--- config.mk ---
export PLATFORM = sky130hd
export DESIGN_NAME = const_synth_encoder_flat
export DESIGN_NICKNAME = d
export VERILOG_FILES = /design/src/rtl/const_synth_encoder_if.sv /design/src/rtl/const_synth_encoder.sv /design/src/flat_wrapper.sv
export SDC_FILE = /design/constraint.sdc
export NUM_CORES = 1
export LEC_CHECK = 0
export BUFFER_PORTS_ARGS = -buffer_cell sky130_fd_sc_hd__buf_2
export CELL_PAD_IN_SITES_DETAIL_PLACEMENT = 1
export CELL_PAD_IN_SITES_GLOBAL_PLACEMENT = 2
export CORE_UTILIZATION = 28
export CTS_CLUSTER_SIZE = 24
export DETAILED_ROUTE_END_ITERATION = 8
export PLACE_DENSITY = 0.82
export SYNTH_ARGS = -nofsm -noshare
export SYNTH_HDL_FRONTEND = slang
export SYNTH_SLANG_ARGS = --single-unit
--- constraint.sdc ---
create_clock -name clk -period 1.5 [get_ports clk]
set_input_delay 0.225 -clock clk [delete_from_list [all_inputs] [get_ports clk]]
set_output_delay 0.225 -clock clk [all_outputs]
set_load 0.01 [all_outputs]
--- src/rtl/const_synth_encoder_if.sv ---
// Handshake bundle between the program generator, the constant encoder
// and the instruction-memory write port.
interface const_synth_encoder_if;
   logic        in_valid;
   logic        in_ready;
   logic [31:0] in_value;
   logic [4:0]  in_rd;
   logic        out_valid;
   logic        out_ready;
   logic [31:0] out_instr;
   logic        out_last;

   // Request/consume side (generator + memory writer).
   modport master (
      output in_valid, in_value, in_rd, out_ready,
      input  in_ready, out_valid, out_instr, out_last
   );

   // Encoder side.
   modport slave (
      input  in_valid, in_value, in_rd, out_ready,
      output in_ready, out_valid, out_instr, out_last
   );
endinterface

--- src/rtl/const_synth_encoder.sv ---
// Turns a 32-bit constant plus destination register into the SPARC
// sethi / or-immediate word(s) that load exactly that constant.
module const_synth_encoder #(
   parameter bit          ALLOW_SIMM13 = 1'b1,
   parameter int unsigned CNT_W        = 16
) (
   input  logic                     clk,
   input  logic                     rst_n,
   const_synth_encoder_if.slave     bus,
   output logic                     busy,
   output logic [CNT_W-1:0]         instr_count
);

   localparam int unsigned INSTR_W   = 32;
   localparam int unsigned RD_W      = 5;
   localparam logic [1:0]  OP_SETHI  = 2'b00;
   localparam logic [2:0]  OP2_SETHI = 3'b100;
   localparam logic [1:0]  OP_ARITH  = 2'b10;
   localparam logic [5:0]  OP3_OR    = 6'b000010;

   typedef enum logic [1:0] {
      IDLE  = 2'd0,
      EMIT1 = 2'd1,
      EMIT2 = 2'd2
   } state_t;

   state_t             state;
   logic [INSTR_W-1:0] pend_word;

   logic               hs_c;
   logic               accept_c;
   logic               fits_simm13_c;
   logic               low_zero_c;
   logic               single_c;
   logic [INSTR_W-1:0] sethi_word_c;
   logic [INSTR_W-1:0] or_simm_word_c;
   logic [INSTR_W-1:0] or_low_word_c;
   logic [INSTR_W-1:0] first_word_c;
   logic [INSTR_W-1:0] second_word_c;
   logic [RD_W-1:0]    rd_c;

   // Handshakes on both sides; a new request may ride on the final output handshake.
   assign hs_c         = bus.out_valid && bus.out_ready;
   assign bus.in_ready = rst_n && ((state == IDLE) || (hs_c && bus.out_last));
   assign accept_c     = bus.in_valid && bus.in_ready;
   assign busy         = (state != IDLE);

   // Candidate encodings and form selection for the value on the request port.
   always_comb begin
      rd_c           = bus.in_rd;
      fits_simm13_c  = ALLOW_SIMM13 && (bus.in_value[31:12] == {20{bus.in_value[12]}});
      low_zero_c     = (bus.in_value[9:0] == 10'd0);
      sethi_word_c   = {OP_SETHI, rd_c, OP2_SETHI, bus.in_value[31:10]};
      or_simm_word_c = {OP_ARITH, rd_c, OP3_OR, 5'd0, 1'b1, bus.in_value[12:0]};
      or_low_word_c  = {OP_ARITH, rd_c, OP3_OR, rd_c, 1'b1, 3'b000, bus.in_value[9:0]};
      single_c       = 1'b1;
      first_word_c   = sethi_word_c;
      second_word_c  = or_low_word_c;
      if (fits_simm13_c) begin
         first_word_c = or_simm_word_c;
      end else if (!low_zero_c) begin
         single_c = 1'b0;
      end
   end

   // Sequencer: load on accept, advance or retire on output handshake, count words.
   always_ff @(posedge clk or negedge rst_n) begin
      if (!rst_n) begin
         state         <= IDLE;
         bus.out_valid <= 1'b0;
         bus.out_instr <= '0;
         bus.out_last  <= 1'b0;
         pend_word     <= '0;
         instr_count   <= '0;
      end else begin
         if (hs_c) begin
            instr_count <= instr_count + CNT_W'(1);
         end
         if (accept_c) begin
            state         <= EMIT1;
            bus.out_valid <= 1'b1;
            bus.out_instr <= first_word_c;
            bus.out_last  <= single_c;
            pend_word     <= second_word_c;
         end else if (hs_c) begin
            if (bus.out_last) begin
               state         <= IDLE;
               bus.out_valid <= 1'b0;
            end else begin
               state         <= EMIT2;
               bus.out_instr <= pend_word;
               bus.out_last  <= 1'b1;
            end
         end
      end
   end

endmodule

--- src/flat_wrapper.sv ---
// flat-port wrapper written by rule: the top's interface ports become plain ports
module const_synth_encoder_flat 
#(
   parameter bit          ALLOW_SIMM13 = 1'b1,
   parameter int unsigned CNT_W        = 16
)
  (clk, rst_n, busy, instr_count, bus_in_valid, bus_in_value, bus_in_rd, bus_out_ready, bus_in_ready, bus_out_valid, bus_out_instr, bus_out_last);
  const_synth_encoder_if bus_i ();
  input  logic clk;
  input  logic rst_n;
  output logic busy;
  output logic [CNT_W-1:0] instr_count;
  input wire logic [$bits(bus_i.in_valid)-1:0] bus_in_valid;
  input wire logic [$bits(bus_i.in_value)-1:0] bus_in_value;
  input wire logic [$bits(bus_i.in_rd)-1:0] bus_in_rd;
  input wire logic [$bits(bus_i.out_ready)-1:0] bus_out_ready;
  output wire logic [$bits(bus_i.in_ready)-1:0] bus_in_ready;
  output wire logic [$bits(bus_i.out_valid)-1:0] bus_out_valid;
  output wire logic [$bits(bus_i.out_instr)-1:0] bus_out_instr;
  output wire logic [$bits(bus_i.out_last)-1:0] bus_out_last;
  assign bus_i.in_valid = bus_in_valid;
  assign bus_i.in_value = bus_in_value;
  assign bus_i.in_rd = bus_in_rd;
  assign bus_i.out_ready = bus_out_ready;
  assign bus_in_ready = bus_i.in_ready;
  assign bus_out_valid = bus_i.out_valid;
  assign bus_out_instr = bus_i.out_instr;
  assign bus_out_last = bus_i.out_last;
  const_synth_encoder #(.ALLOW_SIMM13(ALLOW_SIMM13), .CNT_W(CNT_W)) u_core (.clk(clk), .rst_n(rst_n), .bus(bus_i), .busy(busy), .instr_count(instr_count));
endmodule
==> impl_metrics.yaml <==
min_path:
  worstHoldPathType: "input pin to async pin"
grt:
  gr-total-overflow: 0
  grt_usage_pct: 18.12
  grt_pass1_vias: 2867
  antenna_found_initial: 0
  grt_max_degree: 41
  grt_pass1_wl_um: 15240
outcome:
  status: "complete, but fails checks"
  violations: "negative setup slack"
clocking:
  clockBufferDepth: 2
  path_clk_slew_ns: 0.08
  clk-insertion-delay-late_ns: 0.34
  clock_sinks: 65
  cts_buffers: 9
  cts_tree: "yes"
  htree_levels: 3
  root_buffer: "clkbuf_8"
power:
  pwr_density_cell_nw_per_um2: 1731
  comb_power_share_pct: 41.1
  leakagePower_nw: 2.259
  swShare_pct: 34.64
  switchingPower_mw: 2.665
  p_int_mw: 5.028
  totalPowerFinal_mw: 7.693
  sequentialPowerShare_pct: 37.1
  pwr-share-clk_pct: 21.8
  peakVddDrop_mv: 0.5569
synthesis:
  avgSynthCellArea_um2: 10.75
  synth_edf_count: 0
  synth.distinct_cells: 40
  yosysWarnings: 0
  seq_area_frac_synth_pct: 55.82
  yosys_register_bits: 65
  async_flop_share_pct: 100.0
  syn_area_um2: 2914
  synthCells: 271
  yosys_most_used_dff: "dfrtp_1"
final_layout:
  layout_commonest_cell: "buf_2"
  syn2layout_area_growth_pct: 52.51
  layout_common_cells: "buf_2 (89), dfrtp_1 (64), buf_4 (53)"
  fillers: 1114
  final_cell_count_no_fill: 560
  drive_gt1_share_pct: 50.12
  nets: 464
  diodes: 0
setup_path:
  cp_slowest_cell: "dfrtp_1"
  crit_chain: "nor2_4, buf_6, o21bai_4, buf_12, mux2_4, mux2_4"
  critPathKind: "flop to flop"
  crit_path_frequent_cell: "mux2_4"
  start_kind: "flop"
  critPathCaptureType: "flop"
  critical-path-top-delay-family: "multiplexers"
  crit_required_ns: 1.73
  cp.arrival_ns: 1.83
  slowest_delay_ns: 0.41
  crit_buf_inv: 2
  path_max_fanout: 5
route:
  via_per_inst: 4.814
  drcViolationCount: 0
  vias: 2696
  dr.pass1.iters: 4
  antenna_left: 0
  dr.first_iter.drc_count: 49
  avgRoutedWirePerCell_um: 17.22
  routed_wl_um: 9643
sta:
  fin_skew_ns: 0.009625
  setup_slack_ns: -0.1068
  grt_setup_unrepaired: "true"
  max_freq_ghz: 0.6223
  fin_crit_sh_pct: 107.1
  worstMarginPinSlew_ns: 0.5195
  slew_headroom_pct: 65.37
  fin_crit_ns: 1.607
  final-hold-violation-count: 0
  finalMaxSlewViolations: 0
  setup_viol: 15
place:
  port_buffers: 89
  dp.cells: 530
  hpwl_um: 6577
  routabilityCongestion: 0.7882
die:
  io_pins: 93
  initial_core_util_pct: 29.41
  chipWidth_um: 104.0
  chipHeight_um: 104.0
  die_area_um2: 10820
  core_um2: 9910
  row_count: 36
job:
  cap_violations: 0
==> state kept, by name, indices dropped and copies added, names as in the netlist <==
| register | flops |
|---|---|
| u_core.bus.out_instr | 29 |
| u_core.bus.out_last | 1 |
| u_core.bus.out_valid | 1 |
| u_core.instr_count | 16 |
| u_core.pend_word | 16 |
| u_core.state | 2 |
==> final cells by class <==
type	count	area (µm²)	share of cell area, %
flip-flops and latches	65	1628	36.63
multi-input cells	191	1435	32.29
repair buffers	153	987.2	22.21
well taps	133	166.4	3.744
clock buffers	11	141.4	3.181
clock inverters	5	78.83	1.774
inverters	2	7.507	0.1689
==> power groups by stage <==
stage	combinational, mW	sequential, mW	clock, mW
final	3.16	2.85	1.68
after global routing	3.45	2.92	1.80
after CTS	3.01	2.84	1.72
after detailed placement	2.81	2.85	0
after global placement	2.73	2.83	0
after floorplan	1.27	3.05	0
==> final timing paths <==
| check | from | end | slack (ns) | cells after the start |
|---|---|---|---|---|
| worst max-delay path | u_core.state[1] | u_core.bus.out_instr[25] | -0.11 | 6 |
| max in group asynchronous | rst_n | u_core.bus.out_last | 0.77 | 4 |
| min in group clk | bus_in_value[2] | u_core.pend_word[2] | 0.12 | 3 |
| worst min register to register | u_core.instr_count[15] | u_core.instr_count[15] | 0.48 | 1 |
| worst min-delay path | rst_n | u_core.instr_count[15] | 0.11 | 3 |
| worst max register to register | u_core.state[1] | u_core.bus.out_instr[25] | -0.11 | 6 |
==> metrics by stage <==
stage / setup WS [ns] / hold WS [ns] / instance area, µm² / TNS, ns / utilization, %
3_3_place_gp: -0.4567 / 0.2842 / 3933 / -9.457 / 39.68
3_5_place_dp: -0.5189 / 0.2811 / 3933 / -10.83 / 39.68
4_1_cts: -0.09080 / 0.1032 / 4277 / -0.5443 / 43.16
6_report: -0.1068 / 0.1064 / 4444 / -0.8332 / 44.85
2_1_floorplan: -0.1492 / -0.07059 / 3018 / -2.565 / -
5_1_grt: -0.1359 / 0.1051 / 4444 / -1.868 / 44.85
==> per-layer routing <==
| metal | GRT usage [%] | wire [µm] | vias to the layer above |
|---|---|---|---|
| li1 | - | - | 1277 |
| met1 | 22.80 | 4359 | 1331 |
| met2 | 30.71 | 4802 | 77 |
| met3 | 4.135 | 349 | 11 |
| met4 | 5.714 | 131 | 0 |
| met5 | 0 | 0 | - |
==> tightest hold or removal path, delay by kind of cell <==
kind	cells	cell delay, ns
buf+inv	3	0.68
==> Yosys cell counts, drive strengths merged (6+ instances only) <==
library cell,number,share of area [%]
o22ai,6,1.3
nand4,10,2.1
dfrtp,65,56
nor4,6,1.5
nand2,50,6.4
nand3,14,2.4
a22oi,17,4.6
clkbuf,10,1.3
xnor2,10,3.0
mux2,10,3.9
mux2i,6,2.1
o221ai,6,1.8
nor2,12,1.5
==> what timing repair did <==
action,in CTS,in global routing
hold endpoints to repair,25,0
cloned,0,1
resized for setup,15,24
hold buffers,2,0
pin swaps,5,17
setup buffers,3,8
setup endpoints to repair,39,36
==> kinds of logic after synthesis <==
| kind of cell | count (synthesis) | share of synthesized area [%] |
|---|---|---|
| and+or+nand+nor | 108 | 17.30 |
| DFF | 65 | 55.82 |
| AOI/OAI and AO/OA | 48 | 12.92 |
| buffers and inverters | 17 | 2.963 |
| muxes | 16 | 5.925 |
| xor gates and xnor gates | 15 | 4.508 |
| adders and majority gates | 1 | 0.4293 |
| other | 1 | 0.1287 |
No activity file was read; power rests on OpenSTA's default activity.
